===== config.mk =====
export PLATFORM = sky130hd
export DESIGN_NAME = expr_unit_arbiter
export DESIGN_NICKNAME = d
export VERILOG_FILES = /design/src/rtl/expr_arb_pkg.sv /design/src/rtl/rr_arbiter.sv /design/src/rtl/expr_unit_arbiter.sv
export SDC_FILE = /design/constraint.sdc
export NUM_CORES = 1
export LEC_CHECK = 0
export CAP_MARGIN = 10
export CORE_ASPECT_RATIO = 1.25
export CORE_MARGIN = 2
export CORE_UTILIZATION = 40
export DETAILED_ROUTE_END_ITERATION = 7
export PLACE_DENSITY = 0.76
export SETUP_SLACK_MARGIN = 0.02
export SYNTH_ARGS = -nofsm -noshare
export SYNTH_HDL_FRONTEND = slang
export SYNTH_SLANG_ARGS = --single-unit
export TNS_END_PERCENT = 5

===== constraint.sdc =====
create_clock -name clk -period 2.95 [get_ports clk]
set_input_delay 0.4425 -clock clk [delete_from_list [all_inputs] [get_ports clk]]
set_output_delay 0.4425 -clock clk [all_outputs]
set_load 0.01 [all_outputs]

===== src/rtl/expr_arb_pkg.sv =====
// Shared types and default widths for the expression-unit arbiter.
package expr_arb_pkg;

    typedef enum logic [1:0] {
        IDLE = 2'd0,
        HOLD = 2'd1,
        RESP = 2'd2
    } state_e;

    localparam int DATA_W = 4;
    localparam int RES_W  = 20;
    localparam int STAT_W = 16;
    localparam int BUSY_W = 32;

endpackage


===== src/rtl/rr_arbiter.sv =====
// Combinational round-robin pick: search from ptr upward, wrapping at NUM_REQ.
// The pointer register lives in the parent so the parent decides when a
// grant has actually been taken.
module rr_arbiter
#(
    parameter int NUM_REQ = 4
)
(
    input  logic [NUM_REQ-1:0]         req,
    input  logic [$clog2(NUM_REQ)-1:0] ptr,
    input  logic                       en,
    output logic [NUM_REQ-1:0]         grant,
    output logic [$clog2(NUM_REQ)-1:0] idx
);
    import expr_arb_pkg::*;

    localparam int IDX_W = $clog2(NUM_REQ);

    logic [IDX_W-1:0] w_sel;
    logic             w_found;

    // First requester at or after ptr wins; nothing is granted when disabled.
    always_comb begin
        grant   = '0;
        idx     = '0;
        w_sel   = '0;
        w_found = 1'b0;
        for (int k = 0; k < NUM_REQ; k++) begin
            w_sel = IDX_W'((int'(ptr) + k) % NUM_REQ);
            if (en && !w_found && req[w_sel]) begin
                w_found      = 1'b1;
                grant[w_sel] = 1'b1;
                idx          = w_sel;
            end
        end
    end

endmodule


===== src/rtl/expr_unit_arbiter.sv =====
// Shares one combinational expression unit among NUM_REQ requesters.
// One operand at a time is held on dp_in for SETTLE cycles, the result is
// captured and returned on a tagged response channel.
// Optional statistics counters are built when EXPR_ARB_STATS_EN is defined.
//
// state | meaning
// ------+--------------------------------------------------------------
// IDLE  | arbiter enabled, waiting for any req_valid
// HOLD  | operand held on dp_in, counting settle cycles, capture at end
// RESP  | rsp_valid high until rsp_ready
module expr_unit_arbiter
#(
    parameter int NUM_REQ = 4,
    parameter int DATA_W  = expr_arb_pkg::DATA_W,
    parameter int RES_W   = expr_arb_pkg::RES_W,
    parameter int SETTLE  = 2
)
(
    input  logic                          clk,
    input  logic                          rst,
    input  logic [NUM_REQ-1:0]            req_valid,
    input  logic [NUM_REQ*DATA_W-1:0]     req_data,
    output logic [NUM_REQ-1:0]            req_ready,
    output logic [DATA_W-1:0]             dp_in,
    input  logic [RES_W-1:0]              dp_out,
    output logic                          rsp_valid,
    output logic [$clog2(NUM_REQ)-1:0]    rsp_id,
    output logic [RES_W-1:0]              rsp_data,
    input  logic                          rsp_ready
`ifdef EXPR_ARB_STATS_EN
    ,
    input  logic                                    stat_clr,
    output logic [NUM_REQ*expr_arb_pkg::STAT_W-1:0] grant_cnt,
    output logic [expr_arb_pkg::BUSY_W-1:0]         busy_cnt
`endif
);
    import expr_arb_pkg::*;

    localparam int IDX_W = $clog2(NUM_REQ);
    localparam int CNT_W = $clog2(SETTLE + 1);

    state_e              r_state;
    state_e              w_state_nxt;
    logic [IDX_W-1:0]    r_ptr;
    logic [IDX_W-1:0]    r_id;
    logic [DATA_W-1:0]   r_op;
    logic [RES_W-1:0]    r_res;
    logic [CNT_W-1:0]    r_settle_cnt;
    logic [NUM_REQ-1:0]  w_gnt;
    logic [IDX_W-1:0]    w_gnt_idx;
    logic                w_idle;
    logic                w_accept;
    logic                w_settle_done;

    rr_arbiter #(
        .NUM_REQ (NUM_REQ)
    ) u_rr_arbiter (
        .req   (req_valid),
        .ptr   (r_ptr),
        .en    (w_idle),
        .grant (w_gnt),
        .idx   (w_gnt_idx)
    );

    assign w_accept      = |w_gnt;
    assign w_settle_done = (r_state == HOLD) && (r_settle_cnt == CNT_W'(SETTLE - 1));

    // State register.
    always_ff @(posedge clk or posedge rst) begin
        if (rst) begin
            r_state <= IDLE;
        end else begin
            r_state <= w_state_nxt;
        end
    end

    // Next-state logic.
    always_comb begin
        w_state_nxt = r_state;
        case (r_state)
            IDLE:    if (w_accept)      w_state_nxt = HOLD;
            HOLD:    if (w_settle_done) w_state_nxt = RESP;
            RESP:    if (rsp_ready)     w_state_nxt = IDLE;
            default:                    w_state_nxt = IDLE;
        endcase
    end

    // Outputs decoded from state; the grant is already gated by w_idle.
    always_comb begin
        w_idle    = (r_state == IDLE);
        req_ready = w_gnt;
        rsp_valid = (r_state == RESP);
    end

    // Operand/tag latch on accept, settle counting and result capture.
    always_ff @(posedge clk or posedge rst) begin
        if (rst) begin
            r_ptr        <= '0;
            r_id         <= '0;
            r_op         <= '0;
            r_res        <= '0;
            r_settle_cnt <= '0;
        end else begin
            if (w_accept) begin
                r_op         <= req_data[int'(w_gnt_idx)*DATA_W +: DATA_W];
                r_id         <= w_gnt_idx;
                r_settle_cnt <= '0;
                r_ptr        <= (w_gnt_idx == IDX_W'(NUM_REQ - 1)) ? '0 : w_gnt_idx + IDX_W'(1);
            end
            if (r_state == HOLD) begin
                r_settle_cnt <= r_settle_cnt + CNT_W'(1);
            end
            if (w_settle_done) begin
                r_res <= dp_out;
            end
        end
    end

    assign dp_in    = r_op;
    assign rsp_id   = r_id;
    assign rsp_data = r_res;

`ifdef EXPR_ARB_STATS_EN
    logic [STAT_W-1:0] r_grant_cnt [NUM_REQ];
    logic [BUSY_W-1:0] r_busy_cnt;

    // Saturating per-requester grant counts and wrapping busy-cycle count; clear wins.
    always_ff @(posedge clk or posedge rst) begin
        if (rst) begin
            r_busy_cnt <= '0;
            for (int i = 0; i < NUM_REQ; i++) r_grant_cnt[i] <= '0;
        end else if (stat_clr) begin
            r_busy_cnt <= '0;
            for (int i = 0; i < NUM_REQ; i++) r_grant_cnt[i] <= '0;
        end else begin
            if (!w_idle) r_busy_cnt <= r_busy_cnt + BUSY_W'(1);
            for (int i = 0; i < NUM_REQ; i++) begin
                if (w_gnt[i] && (r_grant_cnt[i] != {STAT_W{1'b1}})) begin
                    r_grant_cnt[i] <= r_grant_cnt[i] + STAT_W'(1);
                end
            end
        end
    end

    for (genvar gi = 0; gi < NUM_REQ; gi++) begin : g_cnt_pack
        assign grant_cnt[gi*STAT_W +: STAT_W] = r_grant_cnt[gi];
    end

    assign busy_cnt = r_busy_cnt;
`endif

endmodule


== After elaboration in Yosys (flattened, before gate mapping) ==
Index checks and enable logic that the tools add are counted.
Widths: inputs -> output; s select.
Word-level totals
  input port bits: 43
  memory bits (read-only): 0
  memory bits (writable): 0
  memories: 0
  bits in registers: 32
  bits in latches: 0
Operators by class
  div/mod/pow operators: 0
  bitwise gates (word level): 3
  add/subtract/negate cells: 5
  multiplexer cells: 34
  reduce and logical (&&, ||, !) cells: 19
  $lt $le $gt $ge: 8
  multipliers: 0
  equal/unequal tests: 7
  shift operators: 1
Operators by type and width (number)
  $mux 2: 10
  $mux 4: 4
  $shiftx 16x5->4: 1
  $logic_and 1x1->1: 12
  $lt 2x3->1 const B: 4
  $or 4x4->4: 3
  $mux 1: 11
  $bmux 1 s2: 4
  $demux 1 s2: 4
  $ge 2x1->1 const B: 4
  $add 2x1->2 const B: 3
  $pmux 2 s3: 1
  $add 2x2->2 const B: 2
  $eq 2x1->1 const B: 2
  $eq 2x2->1 const B: 2
  $ne 2x2->1 const B: 2
  $reduce_or 4->1: 1
  $logic_not 1->1: 3
  $reduce_and 3->1: 1
  $logic_not 2->1: 1
  $ne 2x1->1 const B: 1
  $reduce_bool 2->1: 1

== Logic depth before layout (Yosys ltp) ==
  word-level depth: 19
  mapped depth: 14
  depth with buffers taken out: 9

== Modules after synthesis ==
A second synthesis with hierarchy kept.
Second synthesis, totals
  cells, all modules: 149
  area, all modules: 1878.1 um^2
By module, submodules not included
  expr_unit_arbiter: times used 1, sequential area each 800.8 um^2, cells an instance 86, area an instance 1346.3 um^2
  rr_arbiter: times used 1, sequential area each 0.0 um^2, cells an instance 63, area an instance 531.8 um^2

== Least setup slack after synthesis ==
Ideal clock, no wire load.
  path kind: flip-flop to flip-flop
  from: reg r_ptr[1]
  to: reg r_op[0] (netlist: dp_in[0])
  library setup time: 0.125 ns
  arrival: 3.001 ns
  path slack: -0.176 ns
  buffers on the path: 2
  stages on the path, launching flop included: 11
  cell sequence: dfrtp_1 -> inv_1 -> ha_1 -> buf_6 -> mux4_2 -> nor3b_4 -> a32oi_1 -> nand3_1 -> or4_1 -> buf_6 -> mux2_4
Between the ends
  cells in the longest elaborated chain, start to end: 17
Ends and longest elaborated chain
  start, declared: line expr_unit_arbiter.sv:44  | logic [IDX_W-1:0] r_ptr;
  start signal, assigned: line expr_unit_arbiter.sv:108  | r_ptr <= (w_gnt_idx == IDX_W'(NUM_REQ - 1)) ? '0 : w_gnt_idx + IDX_W'(1);
  parallel branches: the longest is 15 deep, another holds $lt 2x3->1
  $mux 4 (*): line rr_arbiter.sv:30  | if (en && !w_found && req[w_sel]) begin
  named net req_ready[1]: line expr_unit_arbiter.sv:23  | output logic [NUM_REQ-1:0] req_ready,
  $reduce_or 4->1 (*): line expr_unit_arbiter.sv:65  | assign w_accept = |w_gnt;
  end signal, assigned: line expr_unit_arbiter.sv:105  | r_op <= req_data[int'(w_gnt_idx)*DATA_W +: DATA_W];
  end, declared: line expr_unit_arbiter.sv:46  | logic [DATA_W-1:0] r_op;
Mark *: on every way through the listed nets, which the timed path passes. The select of a mux whose other input is x is not followed.
A chain may end at the register's enable or synchronous reset.

== Final worst setup path ==
  from: reg r_ptr[0]
  to: reg r_op[0] (netlist: dp_in[0])
Between the ends
  cells in the longest elaborated chain, start to end: 17
Ends and longest elaborated chain (line)
  $bmux 1 s2: rr_arbiter.sv:30
  $mux 1 (not written as such): rr_arbiter.sv:30
  $logic_and 1x1->1: rr_arbiter.sv:30
  $mux 1: rr_arbiter.sv:30
  $logic_not 1->1: rr_arbiter.sv:30
  $logic_and 1x1->1 (2 in a row): rr_arbiter.sv:30
  $mux 1: rr_arbiter.sv:30
  $logic_not 1->1: rr_arbiter.sv:30
  $logic_and 1x1->1 (2 in a row): rr_arbiter.sv:30
  $mux 1: rr_arbiter.sv:30
  $logic_not 1->1: rr_arbiter.sv:30
  $logic_and 1x1->1 (2 in a row): rr_arbiter.sv:30
  $mux 2 or $mux 4 (tied branches): rr_arbiter.sv:30
  $shiftx 16x5->4 or $reduce_or 4->1 (tied branches): expr_unit_arbiter.sv:105, expr_unit_arbiter.sv:65
Several ways; a longest one is shown, not always the timed one. The select of a mux whose other input is x is not followed.

==> reports/metrics.csv <==
metric;value;unit
Final HPWL DP;3610;um
Peak VDD IR;0.488;mV
area of the core region;4800;sq um
CP Cell Sequence;inv_6 -> ha_4 -> mux4_2 -> nor3b_4 -> a32oi_1 -> nand3_1 -> or4_1 -> buf_6 -> mux2_4;
Total GRT Usage;16.5;%
Overflow after GRT;0;
Sw Pwr;1.23;mW
# setup viols final;0;
status;finished, final reports clean;
clock sink count;32;
Max Fanout on Critical Path;9;
share of flip-flops with an asynchronous set or reset;100;%
Nets;323;
WS Path Type;register to register;
Mapped Cells;177;
total number of vias;1707;
fin. max-slew vios;0;
maxcap violations;0;
Synth Register Bits;32;
first-pass GRT wire length;7120;um
synthesized area per cell;11.4;sq um
vias per cell;5.16;
Static Leak;1.31;nW
grt met2 use;30.4;%
final worst path period need;2810;ps
Die X-Extent;67.4;um
final wirelength;4490;um
Avg WL per Cell;13.6;um
Slew headroom;75.5;%
EDFF count, synth;0;
critical path data arrival time;2970;ps
beginning of the worst hold path;rsp_data[14];
post-route ant nets;0;
Die Area;5610;sq um
Yosys cell types;52;
RSZ-0062 raised after global routing;no;
Clock power frac;8.8;%
Rows;28;
Bufs on Longest Clock Path;2;
Synth Flop Type;dfrtp_1;
period utilization;95.4;%
n_diodes;0;
sw frac;36.2;%
Worst EP required;3110;ps
most crowded layer after global routing;met2;
Logic pwr share;67.9;%
Yosys warnings;0;
boundary pin count;74;
part of the power in registers;23.2;%
Max stage delay cell, worst path;or4_1;
Startpoint Class;register;
Setup WS pre-CTS;-118;ps
M1 GR Usage;17.1;%
TritonCTS clock tree;yes;
initial antenna violation count;0;
pwr dens;1110;nW/um^2
Seq/Total Area, Yosys;39.8;%
clock-pin slew on the worst setup and hold paths;60;ps
Crit path largest cell delay;550;ps
RR Startpoint;r_ptr[0];
syn nets;229;
delay-heaviest family, CP;simple AND/OR/NAND/NOR gates;
number of global-route vias before repair;1628;
htree depth;2;
Area Growth Syn to Fin;51.5;%
Crit. End Element;register;
initial DRC count;45;
routing usage on met3;3.25;%
largest net degree at the start of global routing;33;
top cell type by total area after synthesis;dfrtp_1;
Hold Crit Class;register to register;
Synth Cell Area;2010;sq um
final hold violation count;0;
placer congestion estimate;0.884;
layout cells sized above 1;26.6;%
Pre-Repair DR Iteration Count;4;
synth top area cells;dfrtp_1 40%, mux2_2 12%, mux2i_1 6.0%, ha_1 5.6%, mux2_4 3.0%;
post-route worst setup slack;136;ps
Slew @ Worst Pin;358;ps
worst skew pair latency;270;ps
cell internal pwr;2.16;mW
fillcell total;391;
port bufs;73;
crit path from;r_ptr[0];
final total power;3.39;mW
final worst clock skew;2.93;ps
die extent in y;83.3;um
list of most frequent post-synthesis cells;32 x dfrtp_1, 21 x mux2_2, 12 x mux2i_1, 12 x nand2_1, 9 x ha_1;
upper clock frequency limit;355;MHz
Starting Density;41.9;%
drt drc;0;
TritonCTS buffer count;5;
most frequent cell after synthesis;dfrtp_1;
WP buf/inv;2;
Root Driver;clkbuf_8;
Synth top area share;39.8;%
==> power by group through the flow <==
stage / clock [mW] / combinational (mW) / sequential (mW)
after detailed placement: 0 / 2.31 / 0.796
after global routing: 0.333 / 2.52 / 0.812
after global placement: 0 / 2.27 / 0.784
after CTS: 0.315 / 2.29 / 0.789
final: 0.300 / 2.30 / 0.788
after floorplan: 0 / 1.32 / 0.888
==> metrics by stage <==
step | hold WS (ps) | utilization [%] | cell area, sq um | TNS, ps | cells
floorplan | 490 | - | 2030 | -722 | 177
global placement | 486 | 61.6 | 2960 | -236 | 322
detailed placement | 492 | 61.6 | 2960 | -911 | 322
CTS | 506 | 63.1 | 3030 | 0 | 329
global route | 514 | 63.5 | 3050 | 0 | 331
finish | 504 | 63.5 | 3050 | 0 | 331
==> final timing paths <==
check / to / slack [ps] / depth (start not counted)
max in group asynchronous: r_ptr[1] / 2110 / 3
min reg2reg: rsp_data[14] / 500 / 1
max reg2reg: dp_in[0] / 140 / 9
min in group asynchronous: rsp_data[14] / 540 / 3
min: rsp_data[14] / 500 / 1
max: dp_in[0] / 140 / 9
==> layout make-up <==
class	instances	area, sq um	share of cell area [%]
clock buffers	6	72.6	2.38
flip-flops and latches	32	802	26.3
clock inverters	1	5.00	0.164
multi-input cells	126	1110	36.6
well taps	60	75.1	2.46
inverters	8	35.0	1.15
repair buffers	98	942	30.9
==> registers in the layout, indices dropped and copies added, names as in the netlist <==
signal and flops:
dp_in 4, r_state 2, r_settle_cnt 2, rsp_data 20
rsp_id 2, r_ptr 2
==> cells in the final DEF (no fill, tap or decap), types with 2 or more instances in the layout <==
cell type | synthesis | final
clkdlybuf4s50_1 | 0 | 69
dfrtp_1 | 32 | 31
buf_4 | 1 | 22
mux2_2 | 21 | 21
nand2_1 | 12 | 12
mux2i_1 | 12 | 12
ha_1 | 9 | 8
inv_1 | 7 | 7
nor2_1 | 5 | 5
nand3_1 | 5 | 5
a21oi_1 | 5 | 5
clkbuf_8 | 0 | 5
nand4_1 | 4 | 4
a32oi_1 | 4 | 4
mux2_4 | 4 | 4
dlygate4sd2_1 | 0 | 4
nand2b_1 | 3 | 3
o21ai_0 | 3 | 3
nand3b_1 | 2 | 2
or2_2 | 2 | 2
mux4_2 | 2 | 2
or3_1 | 2 | 2
a31oi_2 | 2 | 2
o211ai_1 | 2 | 2
nor2_2 | 2 | 2
buf_12 | 0 | 2
==> cell families after synthesis <==
kind of cell / Yosys count / synth area share (%)
AO/OA/AOI/OAI: 33 / 12.8
adder cells (fa/ha/maj): 9 / 5.60
AND/OR/NAND/NOR: 43 / 11.9
buffers and inverters: 19 / 5.35
XOR/XNOR: 1 / 0.436
flip-flops: 32 / 39.8
multiplexers: 40 / 24.1
==> repair_timing <==
item	CTS	global route
setup buffers	0	2
gates resized for setup	4	1
pin swaps	0	1
endpoints found under the setup margin	4	10
hold buffers	0	0
==> routing by layer <==
| metal | vias to the layer above | share of wire, % | wire length, um |
|---|---|---|---|
| met2 | 67 | 53 | 2390 |
| met5 | - | 0 | 0 |
| li1 | 838 | - | - |
| met1 | 798 | 40 | 1780 |
| met3 | 4 | 6.0 | 271 |
| met4 | 0 | 1.2 | 55 |
No activity file was read; power rests on OpenSTA's default activity.
